[config.mk]
export PLATFORM = sky130hd
export DESIGN_NAME = tdm_receiver8_flat
export DESIGN_NICKNAME = d
export VERILOG_FILES = /design/src/rtl/tdm_receiver8_if.sv /design/src/rtl/tdm_receiver8.sv /design/src/flat_wrapper.sv
export SDC_FILE = /design/constraint.sdc
export NUM_CORES = 1
export LEC_CHECK = 0
export CORE_MARGIN = 2
export CORE_UTILIZATION = 51
export CTS_CLUSTER_DIAMETER = 200
export DETAILED_ROUTE_END_ITERATION = 8
export GPL_ROUTABILITY_DRIVEN = 0
export GPL_TIMING_DRIVEN = 0
export MAX_ROUTING_LAYER = met4
export PLACE_DENSITY_LB_ADDON = 0.05
export SLEW_MARGIN = 15
export SYNTH_ARGS = -nofsm -noshare
export SYNTH_HDL_FRONTEND = slang
export SYNTH_SLANG_ARGS = --single-unit
[constraint.sdc]
create_clock -name clk -period 2.4 [get_ports clk]
set_input_delay 0.36 -clock clk [delete_from_list [all_inputs] [get_ports clk]]
set_output_delay 0.36 -clock clk [all_outputs]
set_load 0.02 [all_outputs]
[src/rtl/tdm_receiver8_if.sv]
// Link bundle between tdm_receiver8 and its distributor/downstream side.
// oLineErr exists only when TDM_LINE_CHECK_EN is defined.
interface tdm_receiver8_if;
  logic       iEnable;
  logic [7:0] iLines;
  logic       oA;
  logic       oB;
  logic       oC;
  logic [7:0] oData;
  logic       oValid;
  logic       iReady;
  logic       oOverrun;
`ifdef TDM_LINE_CHECK_EN
  logic       oLineErr;
`endif

  modport master (
    input  iEnable, iLines, iReady,
`ifdef TDM_LINE_CHECK_EN
    output oLineErr,
`endif
    output oA, oB, oC, oData, oValid, oOverrun
  );

  modport slave (
    output iEnable, iLines, iReady,
`ifdef TDM_LINE_CHECK_EN
    input  oLineErr,
`endif
    input  oA, oB, oC, oData, oValid, oOverrun
  );
endinterface

[src/rtl/tdm_receiver8.sv]
// TDM receiver: scans 8 distributor lines via select {oA,oB,oC}, assembles one word per frame.
// Optional idle-line checking (oLineErr) is enabled by defining TDM_LINE_CHECK_EN.
module tdm_receiver8 #(
  parameter int unsigned SLOT_CYCLES = 1  // legal range 1..16
) (
  input  logic            clk,
  input  logic            rst_n,
  tdm_receiver8_if.master bus
);

  typedef enum logic {IDLE, SCAN} state_t;

  localparam logic [3:0] DWELL_LAST = 4'(SLOT_CYCLES - 1);

  state_t     state;
  logic [2:0] slot;
  logic [3:0] dwell;
  logic [7:0] shreg;
  logic [7:0] data;
  logic       valid;
  logic       overrun;

  logic       sample;
  logic       frame_done;
  logic [7:0] word;

  always_comb begin
    sample     = (state == SCAN) && (dwell == DWELL_LAST);
    frame_done = sample && (slot == 3'd7);
    // Assembled word including the bit captured on this edge.
    word       = shreg;
    word[slot] = bus.iLines[slot];
  end

  always_ff @(posedge clk or negedge rst_n) begin
    if (!rst_n) begin
      state   <= IDLE;
      slot    <= '0;
      dwell   <= '0;
      shreg   <= '0;
      data    <= '0;
      valid   <= 1'b0;
      overrun <= 1'b0;
    end else begin
      if (valid && bus.iReady)
        valid <= 1'b0;

      // A completing frame is delivered even if iEnable drops on this edge.
      if (frame_done) begin
        if (!valid || bus.iReady) begin
          data  <= word;
          valid <= 1'b1;
        end else begin
          overrun <= 1'b1;
        end
      end

      case (state)
        IDLE: begin
          slot  <= '0;
          dwell <= '0;
          if (bus.iEnable)
            state <= SCAN;
        end
        SCAN: begin
          if (!bus.iEnable) begin
            state <= IDLE;
            slot  <= '0;
            dwell <= '0;
            shreg <= '0;
          end else if (sample) begin
            shreg <= word;
            dwell <= '0;
            slot  <= slot + 3'd1;
          end else begin
            dwell <= dwell + 4'd1;
          end
        end
        default: state <= IDLE;
      endcase
    end
  end

`ifdef TDM_LINE_CHECK_EN
  logic line_err;

  // Every non-selected line must idle high at each sample point.
  always_ff @(posedge clk or negedge rst_n) begin
    if (!rst_n)
      line_err <= 1'b0;
    else if (sample && ((bus.iLines | (8'(1) << slot)) != '1))
      line_err <= 1'b1;
  end

  assign bus.oLineErr = line_err;
`endif

  assign bus.oA       = slot[2];
  assign bus.oB       = slot[1];
  assign bus.oC       = slot[0];
  assign bus.oData    = data;
  assign bus.oValid   = valid;
  assign bus.oOverrun = overrun;

endmodule

[src/flat_wrapper.sv]
// flat-port wrapper written by rule: the top's interface ports become plain ports
module tdm_receiver8_flat 
#(
  parameter int unsigned SLOT_CYCLES = 1                      
)
  (clk, rst_n, bus_iEnable, bus_iLines, bus_iReady, bus_oA, bus_oB, bus_oC, bus_oData, bus_oValid, bus_oOverrun);
  tdm_receiver8_if bus_i ();
  input  logic clk;
  input  logic rst_n;
  input wire logic [$bits(bus_i.iEnable)-1:0] bus_iEnable;
  input wire logic [$bits(bus_i.iLines)-1:0] bus_iLines;
  input wire logic [$bits(bus_i.iReady)-1:0] bus_iReady;
  output wire logic [$bits(bus_i.oA)-1:0] bus_oA;
  output wire logic [$bits(bus_i.oB)-1:0] bus_oB;
  output wire logic [$bits(bus_i.oC)-1:0] bus_oC;
  output wire logic [$bits(bus_i.oData)-1:0] bus_oData;
  output wire logic [$bits(bus_i.oValid)-1:0] bus_oValid;
  output wire logic [$bits(bus_i.oOverrun)-1:0] bus_oOverrun;
  assign bus_i.iEnable = bus_iEnable;
  assign bus_i.iLines = bus_iLines;
  assign bus_i.iReady = bus_iReady;
  assign bus_oA = bus_i.oA;
  assign bus_oB = bus_i.oB;
  assign bus_oC = bus_i.oC;
  assign bus_oData = bus_i.oData;
  assign bus_oValid = bus_i.oValid;
  assign bus_oOverrun = bus_i.oOverrun;
  tdm_receiver8 #(.SLOT_CYCLES(SLOT_CYCLES)) u_core (.clk(clk), .rst_n(rst_n), .bus(bus_i));
endmodule
==> impl_metrics.yaml, run 1 <==
cts:
  cts.sinks: 26
  cts-root-buf: "clkbuf_4"
  htree_levels: 1
  clockBufferDepth: 2
  insertion_delay_ns: 0.32
  path_clk_slew_ns: 0.16
  cts_tree: "done"
  numCtsBuffers: 3
  cts_hold_buf: 0
routing:
  viasPerCell: 5.69
  drc: 0
  wire_per_inst_um: 14.9
  postRouteWirelength_um: 2810
  ant_nets: 0
  num_vias: 1075
  drt_iter0_drc: 17
  first_pass_iters: 4
placed_design:
  place_inst: 185
  port_buffers: 24
  hpwlAfterDp_um: 2040
  pre_cts_slack_ns: 0.0286
timing:
  hold_violations: 0
  min_period_over_period_pct: 89.4
  rsz0062_at_grt: "false"
  worst_pin_slew_ns: 0.588
  relSlewSlack_pct: 60.8
  fin_tns_setup_ns: 0
  setup_viol_count_final: 0
  max_freq_ghz: 0.466
  slew_viol_final: 0
  fin_skew_ns: 0.0146
  period_needed_ns: 2.15
  fin_ws_ns: 0.254
min_path:
  hold_path_class: "input pin to async pin"
critical_path:
  critPathArrivalTime_ns: 2.39
  path_max_fanout: 10
  critPathLaunch: "u_core.slot[1]"
  timing.rr.start: "u_core.slot[1]"
  worstSetupEndpointType: "flop"
  crit_path_start_kind: "flop"
  critPathRequiredTime_ns: 2.64
  crit_type: "flop to flop"
yosys:
  ys_seq_elements: 26
  ys_warn_count: 0
  synth_cells: 131
  yosysSeqAreaShare_pct: 47.4
  syn-cell-area_um2: 1370
  synthDistinctLibCells: 29
  avgSynthCellArea_um2: 10.5
  syn-num-nets: 147
global_route:
  grt_pass1_vias: 1064
  grt_use_total_pct: 19.8
  grt-ovfl-total: 0
  antenna_found_initial: 0
  grt_pass1_wl_um: 4860
  grt_max_degree: 27
pwr:
  vdd_ir_drop_max_v: 0.000374
  p_per_area_nw_per_um2: 492
  p_leak_nw: 0.710
final_layout:
  insertedDiodeCount: 0
  instances_no_fill: 189
  layout.nets: 176
  multi_input_area_um2: 668
  drive_gt1_share_pct: 11.9
  n_fill_cell: 215
  seqCellArea_um2: 651
  area_delta_synth_final_pct: 24.0
die:
  pin_count: 25
  die_h_um: 55.9
  core-area_um2: 2520
  start_util_pct: 54.5
  die_area_um2: 3120
  die_w_um: 55.9
  rows: 18
status:
  outcome: "finished clean"
run:
  max-cap-violations: 0
## cell type report
type | instances | area share, %
inverters | 3 | 0.661
plain buffers | 9 | 2.86
flip-flops and latches | 26 | 38.2
clock inverters | 1 | 1.76
multi-input cells | 93 | 39.2
clock buffers | 3 | 1.32
repair buffers | 24 | 13.8
well taps | 30 | 2.20
## sequential cells by signal, indices dropped and copies added (netlist names)
name	flops
u_core.bus.oData	8
u_core.bus.oValid	1
u_core.shreg	8
u_core.dwell	4
u_core.slot	3
u_core.state	1
u_core.bus.oOverrun	1
## cells in the final DEF (no fill, tap or decap), types with 4 or more instances in the layout
cell and n:
dfrtp_1 26, nand2_1 28, nand3_1 4, o2bb2ai_2 7
clkdlybuf4s50_1 23, mux2i_1 4, nor2_1 7, o21ai_0 5
ha_1 4, o221ai_1 6, clkbuf_1 7
## logic make-up after synthesis
kind of cell,Yosys count,share of synthesized area [%]
fa+ha+maj,4,3.64
flops,26,47.4
simple gates,54,19.2
compound gates,27,18.9
mux,5,4.55
buf+inv,12,4.37
xor+xnor,3,1.91
## per-stage QoR
stage	utilization, %	instance area (µm²)	total power, mW	hold WS (ns)
after floorplan	-	1370	0.503	0.0644
after global placement	65.5	1650	0.541	0.461
after detailed placement	65.5	1650	0.543	0.477
after CTS	67.8	1710	0.841	0.506
after global routing	67.6	1700	0.868	0.0582
final	67.6	1700	0.839	0.0116
## Yosys cell counts
| cell | count | area (µm²) |
|---|---|---|
| nand2_1 | 28 | 105 |
| dfrtp_1 | 26 | 651 |
| clkbuf_1 | 7 | 26.3 |
| nor2_1 | 7 | 26.3 |
| o2bb2ai_2 | 7 | 105 |
| o221ai_1 | 6 | 52.6 |
| o21ai_0 | 5 | 25.0 |
| ha_1 | 4 | 50.1 |
| mux2i_1 | 4 | 40.0 |
| nand3_1 | 4 | 20.0 |
| inv_1 | 3 | 11.3 |
| nand3b_1 | 3 | 22.5 |
| o21ai_1 | 3 | 15.0 |
| or3b_1 | 3 | 26.3 |
| a211o_1 | 2 | 17.5 |
| a21oi_1 | 2 | 10.0 |
| buf_6 | 2 | 22.5 |
| nor3_1 | 2 | 10.0 |
| or3_1 | 2 | 12.5 |
| xnor2_1 | 2 | 17.5 |
| mux4_2 | 1 | 22.5 |
| nand2b_1 | 1 | 6.26 |
| nand4_2 | 1 | 12.5 |
| nor3b_1 | 1 | 7.51 |
| o21bai_1 | 1 | 7.51 |
| o2bb2ai_4 | 1 | 27.5 |
| or2_1 | 1 | 6.26 |
| or3b_2 | 1 | 8.76 |
| xor2_1 | 1 | 8.76 |
## critical path: stages, from the launching register on
cell      delay, ns
dfrtp_1        0.41
clkbuf_1       0.36
mux4_2         0.62
or2_1          0.25
clkbuf_1       0.17
o221ai_1       0.26
## worst paths after layout
| kind | to | slack, ns | cells after the start |
|---|---|---|---|
| setup / recovery | u_core.bus.oData[5] | 0.25 | 5 |
| setup reg to reg | u_core.bus.oData[5] | 0.25 | 5 |
| max in group asynchronous | u_core.slot[2] | 1.99 | 1 |
| hold reg to reg | u_core.dwell[0] | 0.50 | 1 |
| min in group clk | u_core.dwell[0] | 0.50 | 1 |
| hold / removal | u_core.bus.oData[5] | 0.01 | 1 |
## per-layer routing
| layer | global-route usage (%) | part of all wire (%) | wire, µm |
|---|---|---|---|
| met1 | 25.6 | 45 | 1270 |
| met2 | 33.0 | 50 | 1410 |
| met3 | 2.56 | 3.7 | 105 |
| met4 | 5.78 | 1.0 | 29 |
| met5 | - | 0 | 0 |
## repair_timing
item / CTS / global route
setup buffers: 0 / 0
setup endpoints to repair: 1 / 0
resized for setup: 1 / 0
## power breakdown
part | total, mW | switching [mW] | internal (mW) | leakage [nW]
registers | 0.451 | 0.00665 | 0.444 | 0.359
logic | 0.0826 | 0.0429 | 0.0397 | 0.323
clock network | 0.306 | 0.137 | 0.169 | 0.0279
Note: power is estimated with default switching activity, not from simulation.
==> inputs of run 2 (changes only) <==
--- a/config.mk
+++ b/config.mk
@@ -7,7 +7,7 @@
 export LEC_CHECK = 0
 export CORE_MARGIN = 2
 export CORE_UTILIZATION = 51
-export CTS_CLUSTER_DIAMETER = 200
+export CTS_CLUSTER_DIAMETER = 50
 export DETAILED_ROUTE_END_ITERATION = 8
 export GPL_ROUTABILITY_DRIVEN = 0
 export GPL_TIMING_DRIVEN = 0
==> results of run 2 <==
The final DEF is identical to that of run 1; final timing and power are the same.
==> inputs of run 3 (changes only) <==
--- a/config.mk
+++ b/config.mk
@@ -5,6 +5,7 @@
 export SDC_FILE = /design/constraint.sdc
 export NUM_CORES = 1
 export LEC_CHECK = 0
+export CAP_MARGIN = 20
 export CORE_MARGIN = 2
 export CORE_UTILIZATION = 51
 export CTS_CLUSTER_DIAMETER = 50
==> impl_metrics.yaml, run 3 (same netlist as run 1, synthesis figures left out) <==
critical_path:
  crit_path_frequent_cell: "clkbuf_1"
  crit_type: "flop to flop"
  critPathArrivalTime_ns: 2.36
  crit_path_start_kind: "flop"
  timing.reg2reg.setup_slack_ns: 0.28
  path_max_fanout: 10
  crit_chain: "clkbuf_1 > mux4_2 > or2_1 > clkbuf_1 > o221ai_1"
  cp_slowest_cell: "mux4_2"
  critPathRequiredTime_ns: 2.64
  max_stage_delay_ns: 0.62
  worstSetupEndpointType: "flop"
  reg2reg_depth: 5
  timing.rr.end: "u_core.bus.oData[5]"
  timing.rr.start: "u_core.slot[1]"
cts:
  numCtsBuffers: 3
  path_clk_slew_ns: 0.14
  cts_hold_buf: 0
  clockBufferDepth: 2
  cts.sinks: 26
  insertion_delay_ns: 0.32
  cts_tree: "done"
  cts-root-buf: "clkbuf_4"
  htree_levels: 1
timing:
  min_period_over_period_pct: 88.3
  max_freq_ghz: 0.472
  setup_viol_count_final: 0
  fin_skew_ns: 0.00506
  fin_ws_ns: 0.280
  rsz0062_at_grt: "false"
  slew_viol_final: 0
  relSlewSlack_pct: 51.7
  worst_pin_slew_ns: 0.723
  hold_violations: 0
  period_needed_ns: 2.12
  fin_tns_setup_ns: 0
die:
  rows: 18
  core-area_um2: 2520
  die_area_um2: 3120
  die_h_um: 55.9
  start_util_pct: 54.5
  pin_count: 25
  die_w_um: 55.9
global_route:
  grt_max_degree: 17
  grt_pass1_wl_um: 4840
  antenna_found_initial: 0
  grt_use_total_pct: 20.3
  grt-ovfl-total: 0
  grt_pass1_vias: 1065
status:
  outcome: "finished clean"
final_layout:
  final_util_pct: 67.6
  drive_gt1_share_pct: 11.9
  n_fill_cell: 212
  layout.nets: 177
  area_delta_synth_final_pct: 24.0
  final_common_cell: "nand2_1"
  mostFrequentLayoutCells: "nand2_1 (28), dfrtp_1 (26), clkdlybuf4s50_1 (24)"
  insertedDiodeCount: 0
routing:
  wire_per_inst_um: 14.5
  drc: 0
  first_pass_iters: 4
  num_vias: 1077
  viasPerCell: 5.67
  ant_nets: 0
  drt_iter0_drc: 30
  postRouteWirelength_um: 2760
run:
  max-cap-violations: 0
pwr:
  p_leak_nw: 0.709
  p_per_area_nw_per_um2: 447
  vdd_ir_drop_max_v: 0.000436
placed_design:
  pre_cts_slack_ns: 0.0294
  hpwlAfterDp_um: 2070
  port_buffers: 24
min_path:
  hold_path_class: "input pin to async pin"
-- run 3: changes by cell type in the layout (fill, tap and decap cells not counted), sizes merged --
cell	before	now
clkbuf	10	11
bufinv	1	0
clkdlybuf4s50	23	24
-- run 3: how the worst max path moves through the flow --
| stage | from | end | cells after the start |
|---|---|---|---|
| after floorplan | u_core.dwell[0] | u_core.bus.oData[4] | 7 |
| after global placement | u_core.dwell[0] | u_core.bus.oData[7] | 7 |
| after detailed placement | u_core.dwell[0] | u_core.bus.oData[5] | 7 |
| after CTS | u_core.slot[1] | u_core.bus.oData[5] | 5 |
| after global routing | u_core.dwell[0] | u_core.bus.oData[5] | 7 |
| final | u_core.slot[1] | u_core.bus.oData[5] | 5 |
-- run 3: per-stage QoR --
stage / instance area, µm² / hold slack, ns / power (mW) / std cells
floorplan: 1370 / 0.0644 / 0.503 / 131
global placement: 1650 / 0.461 / 0.541 / 185
detailed placement: 1660 / 0.473 / 0.545 / 186
CTS: 1700 / 0.484 / 0.764 / 190
global route: 1700 / 0.500 / 0.788 / 190
finish: 1700 / 0.447 / 0.762 / 190
-- run 3: metal layers --
layer	routed length (µm)	vias to the layer above	GRT usage, %
met3	74	4	4.42
met4	29	0	6.46
li1	-	523	-
met2	1420	24	33.3
met5	0	-	-
met1	1240	526	25.0
-- run 3: where the power goes --
| group | switching (mW) | leakage (nW) | total [mW] | internal, mW |
|---|---|---|---|---|
| logic | 0.0431 | 0.329 | 0.0853 | 0.0422 |
| clock network | 0.133 | 0.0210 | 0.226 | 0.0928 |
| registers | 0.00659 | 0.359 | 0.451 | 0.444 |
-- run 3: timing repair --
item,4_1_cts,5_1_grt
resized for setup,1,0
buffers inserted,0,0
setup endpoints to repair,1,0
-- run 3: area by class of cell --
type | instances | area (µm²) | share of cell area [%]
well taps | 30 | 37.5 | 2.20
plain buffers | 9 | 48.8 | 2.86
flip-flops and latches | 26 | 651 | 38.2
inverters | 3 | 11.3 | 0.661
multi-input cells | 93 | 668 | 39.2
repair buffers | 25 | 251 | 14.8
clock buffers | 4 | 36.3 | 2.13
-- run 3: worst max-delay path, delay by kind of cell, from the launching register on --
| kind | cells | cell delay [ns] |
|---|---|---|
| DFF | 1 | 0.41 |
| muxes | 1 | 0.62 |
| AOI/OAI and AO/OA | 1 | 0.25 |
| buffers and inverters | 2 | 0.52 |
| and+or+nand+nor | 1 | 0.25 |
